<file path="src/rtl/flit_sink.sv">
// flit_sink: receive endpoint of the flit link.
// Checks HEAD/DATA/TAIL framing, records the last completed packet's
// length/dest/VC, and accumulates utilization statistics.
// Optional: define FLIT_SINK_TOGGLE_EN to accumulate the payload Hamming
// distance between consecutive valid flits in toggle_cnt (0 otherwise).
module flit_sink #(
    parameter int unsigned FLIT_W = 66,
    parameter int unsigned VCH_W  = 2,
    parameter int unsigned CNT_W  = 32,
    parameter int unsigned LEN_W  = 16
) (
    input  logic              clk,
    input  logic              rst,
    input  logic [FLIT_W-1:0] idata,
    input  logic              ivalid,
    input  logic [VCH_W-1:0]  ivch,
    input  logic              clr,
    output logic              busy,
    output logic              pkt_done,
    output logic [LEN_W-1:0]  last_len,
    output logic [31:0]       last_dest,
    output logic [VCH_W-1:0]  last_vch,
    output logic [CNT_W-1:0]  pkt_cnt,
    output logic [CNT_W-1:0]  flit_cnt,
    output logic [CNT_W-1:0]  cyc_cnt,
    output logic [CNT_W-1:0]  toggle_cnt,
    output logic              err,
    output logic [2:0]        err_code
);

    typedef enum logic {IDLE, BODY} state_t;
    typedef enum logic [1:0] {F_NONE = 2'b00, F_HEAD = 2'b01, F_TAIL = 2'b10, F_DATA = 2'b11} ftype_t;

    state_t             state, state_next;
    ftype_t             ftype;
    logic [2:0]         code_now;
    logic               start_head, count_data, accept_tail;

    logic [LEN_W-1:0]   cur_len;
    logic [31:0]        dest_q;
    logic [VCH_W-1:0]   vch_q;

    logic [CNT_W-1:0]   pkt_base, flit_base, cyc_base;
    logic [CNT_W-1:0]   pkt_next, flit_next, cyc_next;
    logic               err_base, err_next;
    logic [2:0]         code_base, code_next;

    assign ftype = ftype_t'(idata[FLIT_W-1 -: 2]);

    // State register
    always_ff @(posedge clk) begin
        if (rst) state <= IDLE;
        else     state <= state_next;
    end

    // Next state and per-cycle event decode; code_now holds the lowest error code seen
    always_comb begin
        state_next  = state;
        code_now    = '0;
        start_head  = 1'b0;
        count_data  = 1'b0;
        accept_tail = 1'b0;
        if (ivalid) begin
            unique case (ftype)
                F_NONE: code_now = 3'd4;
                F_HEAD: begin
                    start_head = 1'b1;
                    state_next = BODY;
                    if (state == BODY) code_now = 3'd2;
                end
                F_DATA: begin
                    if (state == BODY) count_data = 1'b1;
                    else               code_now   = 3'd1;
                end
                F_TAIL: begin
                    if (state == BODY) begin
                        accept_tail = 1'b1;
                        state_next  = IDLE;
                    end else begin
                        code_now = 3'd1;
                    end
                end
            endcase
            if ((state == BODY) && (ivch != vch_q) && ((code_now == 3'd0) || (code_now > 3'd3)))
                code_now = 3'd3;
        end
    end

    // Statistics next values: clr zeroes the base first, then this cycle's events apply
    always_comb begin
        pkt_base  = clr ? '0 : pkt_cnt;
        flit_base = clr ? '0 : flit_cnt;
        cyc_base  = clr ? '0 : cyc_cnt;
        err_base  = clr ? 1'b0 : err;
        code_base = clr ? '0 : err_code;

        cyc_next  = (cyc_base == '1) ? cyc_base : cyc_base + CNT_W'(1);
        flit_next = flit_base;
        if (ivalid && (flit_base != '1)) flit_next = flit_base + CNT_W'(1);
        pkt_next  = pkt_base;
        if (accept_tail && (pkt_base != '1)) pkt_next = pkt_base + CNT_W'(1);

        err_next  = err_base;
        code_next = code_base;
        if (!err_base && (code_now != 3'd0)) begin
            err_next  = 1'b1;
            code_next = code_now;
        end
    end

    // Packet tracking, last-packet record and counters
    always_ff @(posedge clk) begin
        if (rst) begin
            busy      <= 1'b0;
            pkt_done  <= 1'b0;
            cur_len   <= '0;
            dest_q    <= '0;
            vch_q     <= '0;
            last_len  <= '0;
            last_dest <= '0;
            last_vch  <= '0;
            pkt_cnt   <= '0;
            flit_cnt  <= '0;
            cyc_cnt   <= '0;
            err       <= 1'b0;
            err_code  <= '0;
        end else begin
            busy     <= (state_next == BODY);
            pkt_done <= accept_tail;
            if (start_head) begin
                cur_len <= '0;
                dest_q  <= idata[31:0];
                vch_q   <= ivch;
            end else if (count_data && (cur_len != '1)) begin
                cur_len <= cur_len + LEN_W'(1);
            end
            if (accept_tail) begin
                last_len  <= cur_len;
                last_dest <= dest_q;
                last_vch  <= vch_q;
            end
            pkt_cnt  <= pkt_next;
            flit_cnt <= flit_next;
            cyc_cnt  <= cyc_next;
            err      <= err_next;
            err_code <= code_next;
        end
    end

`ifdef FLIT_SINK_TOGGLE_EN
    logic [63:0]      prev_payload, prev_base;
    logic [CNT_W-1:0] tog_base, tog_next;
    logic [CNT_W:0]   tog_sum;
    logic [6:0]       hdist;

    // Hamming distance of this payload against the previous one (0 after rst/clr)
    always_comb begin
        prev_base = clr ? '0 : prev_payload;
        tog_base  = clr ? '0 : toggle_cnt;
        hdist     = 7'($countones(idata[63:0] ^ prev_base));
        tog_sum   = {1'b0, tog_base} + (CNT_W+1)'(hdist);
        tog_next  = tog_base;
        if (ivalid) tog_next = tog_sum[CNT_W] ? '1 : tog_sum[CNT_W-1:0];
    end

    // Toggle accumulator and previous-payload register
    always_ff @(posedge clk) begin
        if (rst) begin
            prev_payload <= '0;
            toggle_cnt   <= '0;
        end else begin
            prev_payload <= ivalid ? idata[63:0] : prev_base;
            toggle_cnt   <= tog_next;
        end
    end
`else
    assign toggle_cnt = '0;
`endif

endmodule
</file>
<file path="config.mk">
export PLATFORM = sky130hd
export DESIGN_NAME = flit_sink
export DESIGN_NICKNAME = d
export VERILOG_FILES = /design/src/rtl/flit_sink.sv
export SDC_FILE = /design/constraint.sdc
export NUM_CORES = 1
export LEC_CHECK = 0
export ABC_AREA = 1
export CAP_MARGIN = 20
export CORE_UTILIZATION = 45
export DETAILED_ROUTE_END_ITERATION = 12
export PLACE_DENSITY_LB_ADDON = 0.1
export SKIP_CTS_REPAIR_TIMING = 1
export SKIP_LAST_GASP = 1
export SYNTH_ARGS = -nofsm -noshare
export SYNTH_HDL_FRONTEND = slang
export SYNTH_SLANG_ARGS = --single-unit
</file>
<file path="constraint.sdc">
create_clock -name clk -period 3.36 [get_ports clk]
set_input_delay 0.336 -clock clk [delete_from_list [all_inputs] [get_ports clk]]
set_output_delay 0.336 -clock clk [all_outputs]
set_load 0.02 [all_outputs]
</file>
==> reports/summary.log, run 1 <==
qor: timing.timing.final.crit_period 2.26 ns
qor: power_and_ir_drop.powerDensity 390 nW/um^2
qor: worst_setup_path.worst_ep_required_time 3.76 ns
qor: route.detail_route.wl_per_cell 14.1 um
qor: run_status.outcome completed
qor: global_route.grt_first_pass_wirelength 52400 um
qor: clocking.clock_path_buffers 3
qor: timing.max_clock_freq 0.443 GHz
qor: power_and_ir_drop.clock_power_share 48.0%
qor: finish.layout-drive-gt1-share 7.03%
qor: timing.max-slew-margin-rel 50.6%
qor: synth.yosysWarnings 0
qor: clocking.cts_tree built
qor: worst_setup_path.crit_type reg2reg
qor: clocking.cts.clk_slew.worst_paths 0.06 ns
qor: worst_hold_path.hp-class in2reg
qor: power_and_ir_drop.share_comb_of_total_power 6.8%
qor: power_and_ir_drop.power.net_switching 1.30 mW
qor: worst_setup_path.crit_path_capture_type register
qor: finish.synthesis_to_layout_area_growth 25.0%
qor: synth.synth.cell_area 11200 sq um
qor: floorplanning.fp.coreArea 24300 sq um
qor: route.detail_route.vias_per_cell 4.92
qor: timing.final_cycle_share 67.1%
qor: global_route.first_global_vias 10400
qor: floorplanning.initial_core_util 45.9%
qor: finish.design_area 14000 sq um
qor: place.placement.io_buffers 191
qor: floorplanning.num_io_pins 256
qor: global_route.gr-total-overflow 0
qor: synth.synth.top_cells.by_area dfxtp_1, nand2_1, nor2_1
qor: timing.worst-slew-pin-transition 0.741 ns
qor: route.drt.antenna.violating_nets 0
qor: timing.clock-skew-final 0.00899 ns
qor: clocking.clock_tree.root_cell clkbuf_16
qor: route.first_pass_iteration_count_of_the_detailed_router 6
qor: synth.yosysSeqAreaShare 36.2%
qor: power_and_ir_drop.sequentialPowerShare 45.2%
qor: clocking.cts_num_sinks 202
qor: power_and_ir_drop.p_leak 5.32 nW
qor: route.drt_iter0_markers 818
qor: route.drt_wl_total 31900 um
qor: finish.finish.utilization 57.4%
qor: power_and_ir_drop.power_report.internal_total 4.15 mW
qor: worst_setup_path.critical-path-slowest-cell dfxtp_1
qor: synth.post-synth-top-area-fraction 36.2%
qor: floorplanning.die_x 160 um
qor: clocking.clock_insertion_delay_worst_skew 0.51 ns
qor: worst_setup_path.worst_setup_path_start_kind register
qor: finish.n_fill_cell 2429
qor: synth.synthCells 1748
qor: timing.grt_setup_unrepaired false
qor: worst_setup_path.timing.critical_path.cells inv_1 -> nor2_4 -> ha_1 -> inv_1 -> nor2_2 -> nand2_1 -> nor2_4 -> nand2_2 -> nand2_4 -> o21ai_0 -> nand2_1 -> nor2_1
qor: timing.final.setup.tns 0 ns
qor: place.placed_cell_area 13200 sq um
qor: floorplanning.floorplan.die_area 25500 sq um
qor: synth.synth-async-reset-ratio 0%
qor: synth.synth_largest_area_cell dfxtp_1
qor: global_route.antenna_violations_before_repair 1
qor: timing.setup-violations-final 0
qor: timing.maxSlewViolCount 0
qor: finish.commonest_non_fill_non_tap_cell_in_the_layout nand2_1
qor: synth.synth.ff_latch_count 202
qor: synth.number_of_flops_mapped_to_enable_cells_by_yosys 0
qor: worst_setup_path.critPathMaxFanout 33
qor: global_route.grt_util_all_layers 25.1%
qor: synth.syn-mean-instance-area 6.39 sq um
qor: power_and_ir_drop.total_power 5.45 mW
qor: place.gp_congestion 0.950
qor: route.remaining_design_rule_violation_count 0
qor: worst_setup_path.cp_slowest_stage_delay 0.32 ns
qor: finish.final_net_count 1998
qor: timing.hold_viol_final 0
qor: finish.layout.cells.most_common_list nand2_1, nor2_1, dfxtp_1
qor: clocking.cts_made_buffers 24
qor: power_and_ir_drop.max-vdd-ir-drop 0.304 mV
qor: synth.ys_dominant_reg_cell dfxtp_1
qor: run.max_cap_viol_count 0
qor: power_and_ir_drop.power_switching_share 23.9%
qor: floorplanning.rows 57
qor: worst_setup_path.worst_ep_arrival_time 2.66 ns
qor: synth.yosys.cell_types.count 36
qor: clocking.htreeDepth 1
qor: floorplanning.die_height 160 um
qor: route.dr_total_vias 11100
qor: timing.final.hold.worst_slack 0.288 ns
qor: global_route.largest_net_degree_at_the_start_of_global_routing 107
qor: place.half_perimeter_wire_length_of_the_detailed_placement_result 22700 um
## power groups by stage
stage	registers (mW)	logic, mW	clock network (mW)
6_report	2.46	0.369	2.61
5_1_grt	2.47	0.409	2.77
2_1_floorplan	2.54	0.239	0
3_5_place_dp	2.51	0.371	0
4_1_cts	2.46	0.372	2.68
3_3_place_gp	2.51	0.369	0
## routing by layer
layer / share of wire, % / track usage [%] / vias to the layer above
met5: 0 / 0 / -
met4: 2.3 / 7.17 / 0
li1: - / - / 5724
met2: 45 / 41.1 / 340
met1: 45 / 32.2 / 5015
met3: 8.3 / 6.67 / 44
## sequential cells by signal, indices dropped and copies added, names as in the netlist
| register | flops |
|---|---|
| last_len | 16 |
| cyc_cnt | 32 |
| busy | 1 |
| cur_len | 16 |
| err_code | 3 |
| vch_q | 2 |
| err | 1 |
| last_dest | 32 |
| flit_cnt | 32 |
| pkt_cnt | 32 |
| last_vch | 2 |
| pkt_done | 1 |
| dest_q | 32 |
## logic make-up after synthesis
group           Yosys count  synth area share (%)
buf+inv                 276                  11.4
simple gates           1026                  39.4
fa+ha+maj                 8                 0.896
other cells               1                0.0336
compound gates          196                  8.96
xor+xnor                 39                  3.06
flops                   202                  36.2
## final cells by class
type	count	area, sq um	area share, %
diodes	1	2.50	0.0179
clock buffers	32	682	4.88
clock inverters	11	111	0.797
inverters	179	674	4.83
multi-input cells	1301	5980	42.8
flip-flops and latches	202	4040	29.0
well taps	324	405	2.90
repair buffers	210	2070	14.8
## stage by stage
stage | std cells | worst slack, ns
4_1_cts | 2259 | 1.11
3_3_place_gp | 2216 | 0.701
2_1_floorplan | 1779 | 0.866
3_5_place_dp | 2216 | 0.635
5_1_grt | 2259 | 0.825
6_report | 2260 | 1.10
## critical path, delay by kind of cell, from the launching register on
family | cells | cell delay [ns]
AOI/OAI and AO/OA | 1 | 0.13
adders and majority gates | 1 | 0.18
buffers and inverters | 2 | 0.15
DFF | 1 | 0.32
and+or+nand+nor | 8 | 1.33
## synth_stat cells (11+ instances only)
master / number
nand2_1: 446
nand3b_1: 22
inv_1: 172
clkbuf_1: 36
nor2_2: 32
a21oi_1: 77
xor2_1: 33
nor3_1: 31
buf_4: 36
buf_6: 11
nor2_1: 366
dfxtp_1: 202
nor2_4: 21
o21ai_0: 106
nand3_1: 78
nand4_1: 13
## path summary, 6_finish.rpt
path / start / to / slack, ns / cells after the start
worst max register to register: flit_cnt[0] / flit_cnt[7] / 1.10 / 12
worst min-delay path: clr / flit_cnt[1] / 0.29 / 4
worst max-delay path: flit_cnt[0] / flit_cnt[7] / 1.10 / 12
worst min register to register: err_code[2] / err_code[2] / 0.46 / 2
Note: power is estimated with default switching activity, not from simulation.
==> inputs of run 2 (changes only) <==
==> constraint.sdc (replaced) <==
create_clock -name clk -period 2.01 [get_ports clk]
set_input_delay 0.201 -clock clk [delete_from_list [all_inputs] [get_ports clk]]
set_output_delay 0.201 -clock clk [all_outputs]
set_load 0.02 [all_outputs]
==> reports/summary.log, run 2 (synthesis results as in run 1) <==
qor: run_status.outcome completed
qor: timing.setup-violations-final 0 [unchanged]
qor: clocking.cts.clk_slew.worst_paths 0.05 ns [about the same]
qor: timing.max_clock_freq 0.546 GHz [+23%]
qor: route.m1WireLength 14700 um [+3.0%]
qor: power_and_ir_drop.clock_power_share 49.7% [+1.7 points]
qor: worst_setup_path.crit_type reg2reg
qor: place.half_perimeter_wire_length_of_the_detailed_placement_result 24500 um [+7.8%]
qor: power_and_ir_drop.max-vdd-ir-drop 0.667 mV [+120%]
qor: clocking.clock_insertion_delay_worst_skew 0.53 ns [+0.02 ns]
qor: floorplanning.rows 57 [unchanged]
qor: power_and_ir_drop.powerDensity 625 nW/um^2 [+60%]
qor: route.remaining_design_rule_violation_count 0 [unchanged]
qor: worst_setup_path.crit_path_capture_type register
qor: global_route.first_global_vias 10800 [+4.4%]
qor: power_and_ir_drop.power.net_switching 2.24 mW [+72%]
qor: timing.setup_slack 0.177 ns [-0.928 ns]
qor: route.drt_iter0_markers 717 [-12%]
qor: global_route.largest_net_degree_at_the_start_of_global_routing 80 [-25%]
qor: timing.hold_viol_final 0 [unchanged]
qor: power_and_ir_drop.sequentialPowerShare 43.1% [-2.1 points]
qor: floorplanning.initial_core_util 45.9% [unchanged]
qor: timing.maxSlewViolCount 0 [unchanged]
qor: worst_setup_path.worst_ep_arrival_time 2.27 ns [-0.39 ns]
qor: run.max_cap_viol_count 0 [unchanged]
qor: clocking.cts_tree built
qor: finish.synthesis_to_layout_area_growth 36.7%
qor: route.first_pass_iteration_count_of_the_detailed_router 7 [+1]
qor: power_and_ir_drop.share_comb_of_total_power 7.2% [+0.4 points]
qor: clocking.clock_path_buffers 3 [unchanged]
qor: worst_hold_path.worstHoldStart rst
qor: floorplanning.num_io_pins 256 [unchanged]
qor: finish.final_net_count 2130 [+6.6%]
qor: place.placement.io_buffers 191 [unchanged]
qor: route.drt.antenna.violating_nets 0 [unchanged]
qor: place.placed_cells 2348 [+6.0%]
qor: power_and_ir_drop.power_switching_share 23.5% [-0.41 points]
qor: timing.timing.final.crit_period 1.83 ns [-0.422 ns]
qor: clocking.htreeDepth 1 [unchanged]
qor: worst_setup_path.worst_setup_path_start_kind register
qor: power_and_ir_drop.p_leak 6.09 nW [+14%]
qor: worst_setup_path.r2r_setup_slack 0.18 ns [-0.93 ns]
qor: floorplanning.fp.coreArea 24300 sq um [unchanged]
qor: route.met3WireLength 2360 um [-11%]
qor: finish.final_cell_count_no_fill 2392 [+5.8%]
qor: worst_hold_path.whs_path_depth 5 [+1]
qor: global_route.grt_first_pass_wirelength 53800 um [+2.7%]
qor: finish.layout.cells.most_common_list nand2_1, nor2_1, dfxtp_1
qor: route.detail_route.wl_per_cell 13.7 um [-2.9%]
qor: route.dr_total_vias 11600 [+4.0%]
qor: floorplanning.floorplan.die_area 25500 sq um [unchanged]
qor: clocking.cts_made_buffers 24 [unchanged]
qor: worst_setup_path.worst_ep_required_time 2.45 ns [-1.31 ns]
qor: power_and_ir_drop.total_power 9.54 mW [+75%]
qor: route.dr_wl_met2 15000 um [+5.5%]
qor: floorplanning.die_x 160 um [unchanged]
qor: floorplanning.die_height 160 um [unchanged]
qor: route.uppermost_layer_routed met4
qor: global_route.antenna_violations_before_repair 0 [-1]
qor: global_route.gr-total-overflow 0 [unchanged]
qor: worst_hold_path.endpoint_worst_hold cur_len[2]
qor: worst_setup_path.critPathMaxFanout 15 [-55%]
qor: route.detail_route.vias_per_cell 4.84 [-1.7%]
qor: timing.max-slew-margin-rel 49.8% [-0.79 points]
qor: finish.design_area 15300 sq um [+9.4%]
qor: timing.grt_setup_unrepaired false
qor: finish.antenna_diodes 0 [-1]
qor: place.placed_cell_area 14400 sq um [+9.1%]
qor: worst_setup_path.reg2reg_from flit_cnt[1]
qor: timing.final_cycle_share 91.2% [+24 points]
qor: worst_setup_path.rr_worst_depth 12 [unchanged]
qor: clocking.clock_tree.root_cell clkbuf_16
qor: finish.layout-drive-gt1-share 13.4% [+6.4 points]
qor: global_route.grt_util_all_layers 25.7% [+0.63 points]
qor: place.preCtsSetupSlack -0.0551 ns [-0.690 ns]
qor: worst_setup_path.r2r_end flit_cnt[9]
qor: timing.clock-skew-final 0.0144 ns [+0.00538 ns]
qor: clocking.cts_num_sinks 202 [unchanged]
qor: worst_hold_path.hp-class in2reg
qor: finish.commonest_non_fill_non_tap_cell_in_the_layout nand2_1
qor: place.gp_congestion 0.925 [-2.7%]
qor: route.drt_wl_total 32800 um [+2.8%]
qor: power_and_ir_drop.power_report.internal_total 7.30 mW [+76%]
qor: timing.worst-slew-pin-transition 0.753 ns [+0.0119 ns]
==> run 2: cell count changes in the layout (fill, tap and decap cells not counted), sizes merged <==
cell,change
buf,+132
clkbuf,+2
clkinv,-3
diode,-1
bufinv,+2
==> run 2: final cells by class <==
class,count,area (sq um)
clock buffer,34,698
multi-input combinational,1301,6050
timing repair buffer,342,3220
sequential,202,4040
inverter,179,674
clock inverter,10,185
fill,2347,9040
tap,324,405
==> run 2: worst max path at each step <==
stage / from / end / depth (start not counted)
floorplan: clr / cyc_cnt[0] / 15
global placement: clr / pkt_cnt[17] / 17
detailed placement: clr / flit_cnt[30] / 12
CTS: pkt_cnt[0] / pkt_cnt[13] / 12
global route: cyc_cnt[7] / cyc_cnt[22] / 13
finish: flit_cnt[1] / flit_cnt[9] / 12
==> run 2: layer usage <==
layer	vias to the layer above	global-route usage, %
li1	5996	-
met1	5234	32.9
met2	293	43.4
met3	45	5.91
met4	0	6.56
met5	-	0
==> run 2: worst max-delay path: stages, from the launching register on <==
cell and delay [ns]:
dfxtp_1 0.32, inv_1 0.09, nor2_4 0.04, ha_1 0.20
inv_1 0.12, nor2_4 0.06, nand2_2 0.10, nor2_4 0.05
buf_4 0.13, a21boi_2 0.20, buf_4 0.25, nand2_1 0.07
a21oi_1 0.12
==> run 2: metrics by stage <==
| stage | TNS (ns) | util, % | hold WS (ns) |
|---|---|---|---|
| 2_1_floorplan | -0.0109 | - | 0.368 |
| 3_3_place_gp | -0.0320 | 59.1 | 0.453 |
| 3_5_place_dp | -0.435 | 59.1 | 0.455 |
| 4_1_cts | 0 | 62.7 | 0.137 |
| 5_1_grt | 0 | 62.8 | 0.166 |
| 6_report | 0 | 62.8 | 0.158 |
==> run 2: power by group through the flow <==
stage	combinational, mW	sequential (mW)	clock (mW)
after floorplan	0.411	4.24	0
after global placement	0.686	4.20	0
after detailed placement	0.690	4.20	0
after CTS	0.693	4.11	4.84
after global routing	0.757	4.12	5.04
final	0.689	4.11	4.74
==> inputs of run 3 (changes only) <==
--- a/config.mk
+++ b/config.mk
@@ -7,10 +7,10 @@
 export LEC_CHECK = 0
 export ABC_AREA = 1
 export CAP_MARGIN = 20
+export CORE_MARGIN = 10
 export CORE_UTILIZATION = 45
 export DETAILED_ROUTE_END_ITERATION = 12
 export PLACE_DENSITY_LB_ADDON = 0.1
-export SKIP_CTS_REPAIR_TIMING = 1
 export SKIP_LAST_GASP = 1
 export SYNTH_ARGS = -nofsm -noshare
 export SYNTH_HDL_FRONTEND = slang
==> reports/summary.log, run 3 (synthesis results as in run 1) <==
qor: timing.final.setup.tns 0 ns [unchanged]
qor: finish.synthesis_to_layout_area_growth 35.8%
qor: floorplanning.fp.coreArea 24400 sq um [+0.29%]
qor: timing.max_clock_freq 0.537 GHz [-1.6%]
qor: timing.clock-skew-final 0.0207 ns [+0.00638 ns]
qor: run.max_cap_viol_count 0 [unchanged]
qor: route.drt_wl_total 35700 um [+8.9%]
qor: clocking.cts_tree built
qor: worst_setup_path.rr_worst_depth 11 [-1]
qor: worst_setup_path.cp_slowest_stage_delay 0.67 ns [+0.35 ns]
qor: clocking.cts_made_buffers 24 [unchanged]
qor: power_and_ir_drop.max-vdd-ir-drop 0.631 mV [-5.4%]
qor: floorplanning.rows 57 [unchanged]
qor: clocking.cts.clk_slew.worst_paths 0.06 ns [about the same]
qor: timing.timing.final.crit_period 1.86 ns [+0.0304 ns]
qor: route.detail_route.vias_per_cell 4.90 [+1.4%]
qor: floorplanning.die_x 178 um [+11%]
qor: place.half_perimeter_wire_length_of_the_detailed_placement_result 27000 um [+10%]
qor: clocking.clock_path_buffers 3 [unchanged]
qor: place.placed_cells 2360 [+0.51%]
qor: route.dr_total_vias 11800 [+1.7%]
qor: route.first_pass_iteration_count_of_the_detailed_router 5 [-2]
qor: power_and_ir_drop.powerDensity 579 nW/um^2 [-7.3%]
qor: floorplanning.die_height 178 um [+11%]
qor: worst_setup_path.timing.critical_path.cells clkdlybuf4s50_1
qor: global_route.grt_first_pass_wirelength 57300 um [+6.4%]
qor: floorplanning.num_io_pins 256 [unchanged]
qor: worst_setup_path.worst_ep_arrival_time 1.66 ns [-0.61 ns]
qor: finish.antenna_diodes 0 [unchanged]
qor: worst_setup_path.worst_ep_required_time 1.81 ns [-0.64 ns]
qor: worst_setup_path.setup.worst_path.start cyc_cnt[21]
qor: worst_setup_path.critPathBufInv 1 [-3]
qor: worst_hold_path.whs_path_depth 5 [unchanged]
qor: route.drt_iter0_markers 690 [-3.8%]
qor: route.drt.antenna.violating_nets 0 [unchanged]
qor: global_route.grt_util_all_layers 22.0% [-3.7 points]
qor: timing.final.hold.worst_slack 0.152 ns [-0.00523 ns]
qor: global_route.antenna_violations_before_repair 1 [+1]
qor: place.placement.io_buffers 191 [unchanged]
qor: worst_setup_path.critPathMaxFanout 4 [-11]
qor: worst_setup_path.crit_type reg2out
qor: clocking.post_cts_buffers 0
qor: place.gp_congestion 0.941 [+1.7%]
qor: worst_setup_path.r2r_end cur_len[2]
qor: timing.maxSlewViolCount 0 [unchanged]
qor: finish.final_cell_count_no_fill 2399 [+0.29%]
qor: place.preCtsSetupSlack -0.0424 ns [+0.0127 ns]
qor: clocking.htreeDepth 1 [unchanged]
qor: finish.n_fill_cell 2366 [+0.81%]
qor: worst_hold_path.endpoint_worst_hold cur_len[5]
qor: worst_setup_path.crit_path_capture_type primary output
qor: clocking.clock_insertion_delay_worst_skew 0.53 ns [about the same]
qor: global_route.gr-total-overflow 0 [unchanged]
qor: route.detail_route.wl_per_cell 14.9 um [+8.6%]
qor: clocking.clock_tree.root_cell clkbuf_16
qor: worst_hold_path.hp-class in2reg
qor: finish.commonest_non_fill_non_tap_cell_in_the_layout nand2_1
qor: route.remaining_design_rule_violation_count 0 [unchanged]
qor: timing.hold_viol_final 0 [unchanged]
qor: worst_hold_path.worstHoldStart rst
qor: worst_setup_path.worst_path_dominant_cell_family buffers and inverters
qor: timing.final_cycle_share 92.7% [+1.5 points]
qor: finish.layout-drive-gt1-share 13.8% [+0.34 points]
qor: worst_setup_path.reg2reg_from cur_len[1]
qor: worst_setup_path.critical-path-slowest-cell clkdlybuf4s50_1
qor: global_route.first_global_vias 11300 [+4.9%]
qor: finish.layout.cells.most_common_list nand2_1, nor2_1, dfxtp_1
qor: power_and_ir_drop.p_leak 6.06 nW [-0.54%]
qor: global_route.largest_net_degree_at_the_start_of_global_routing 65 [-19%]
qor: finish.final_net_count 2142 [+0.56%]
qor: floorplanning.floorplan.die_area 31500 sq um [+24%]
qor: run_status.outcome completed
qor: timing.setup-violations-final 0 [unchanged]
qor: worst_setup_path.r2r_setup_slack 0.19 ns [about the same]
qor: floorplanning.initial_core_util 45.8% [-0.13 points]
qor: timing.setup_slack 0.147 ns [-0.0304 ns]
qor: clocking.cts_num_sinks 202 [unchanged]
qor: worst_setup_path.worst_setup_path_start_kind register
## run 3: cell types whose count changed in the layout (fill, tap and decap cells not counted), moves of 2 or more
cell	change
nor2_2	+2
clkinv_4	-2
clkbuf_8	-5
bufinv_16	-4
clkinv_2	+4
buf_4	+13
clkbuf_1	+2
nor2_1	-2
## run 3: per-stage QoR
stage | instance area [sq um] | util [%] | power (mW)
floorplan | 11400 | - | 4.65
global placement | 14500 | 59.2 | 4.89
detailed placement | 14500 | 59.2 | 4.90
CTS | 15200 | 62.1 | 8.90
global route | 15200 | 62.2 | 9.13
finish | 15200 | 62.2 | 8.79
## run 3: area by class of cell
type | count | area, sq um | area share, %
Sequential cell | 202 | 4050 | 26.7
Clock inverter | 8 | 68.8 | 0.454
Inverter | 179 | 674 | 4.44
Timing Repair Buffer | 354 | 3290 | 21.7
Clock buffer | 31 | 637 | 4.20
Multi-Input combinational cell | 1301 | 6050 | 39.9
Tap cell | 324 | 405 | 2.67
## run 3: where the power goes
group | internal (mW) | leakage, nW | total [mW] | switching (mW)
registers | 4.08 | 1.63 | 4.11 | 0.0374
logic | 0.274 | 4.07 | 0.698 | 0.425
clock network | 2.24 | 0.349 | 3.98 | 1.74
total | 6.59 | 6.06 | 8.79 | 2.20
## run 3: worst max-delay path by stage
stage,to,slack [ns],cells after the start
4_1_cts,pkt_cnt[14],0.08,12
3_5_place_dp,pkt_cnt[14],-0.04,12
3_3_place_gp,pkt_cnt[14],-0.05,13
5_1_grt,pkt_cnt[19],-0.005,12
2_1_floorplan,cyc_cnt[0],-0.006,15
6_report,cyc_cnt[21],0.15,1
## run 3: timing repair
item                                    in CTS  in global routing
resized for setup                            0                  7
hold buffers                                 0                  0
endpoints found under the setup margin       0                 34
endpoints found under the hold margin        0                  0
## run 3: worst register-to-register path, delay by kind of cell, from the launching register on
family                     cells  cell delay, ns
and+or+nand+nor                8            0.81
DFF                            1            0.40
adders and majority gates      1            0.27
buffers and inverters          2            0.23
## run 3: per-layer routing
layer / vias to the layer above / GRT usage (%) / wire [um]
met5: - / 0 / 13
li1: 6014 / - / -
met3: 51 / 6.35 / 3220
met1: 5328 / 27.1 / 15400
met4: 2 / 5.35 / 690
met2: 364 / 37.1 / 16400
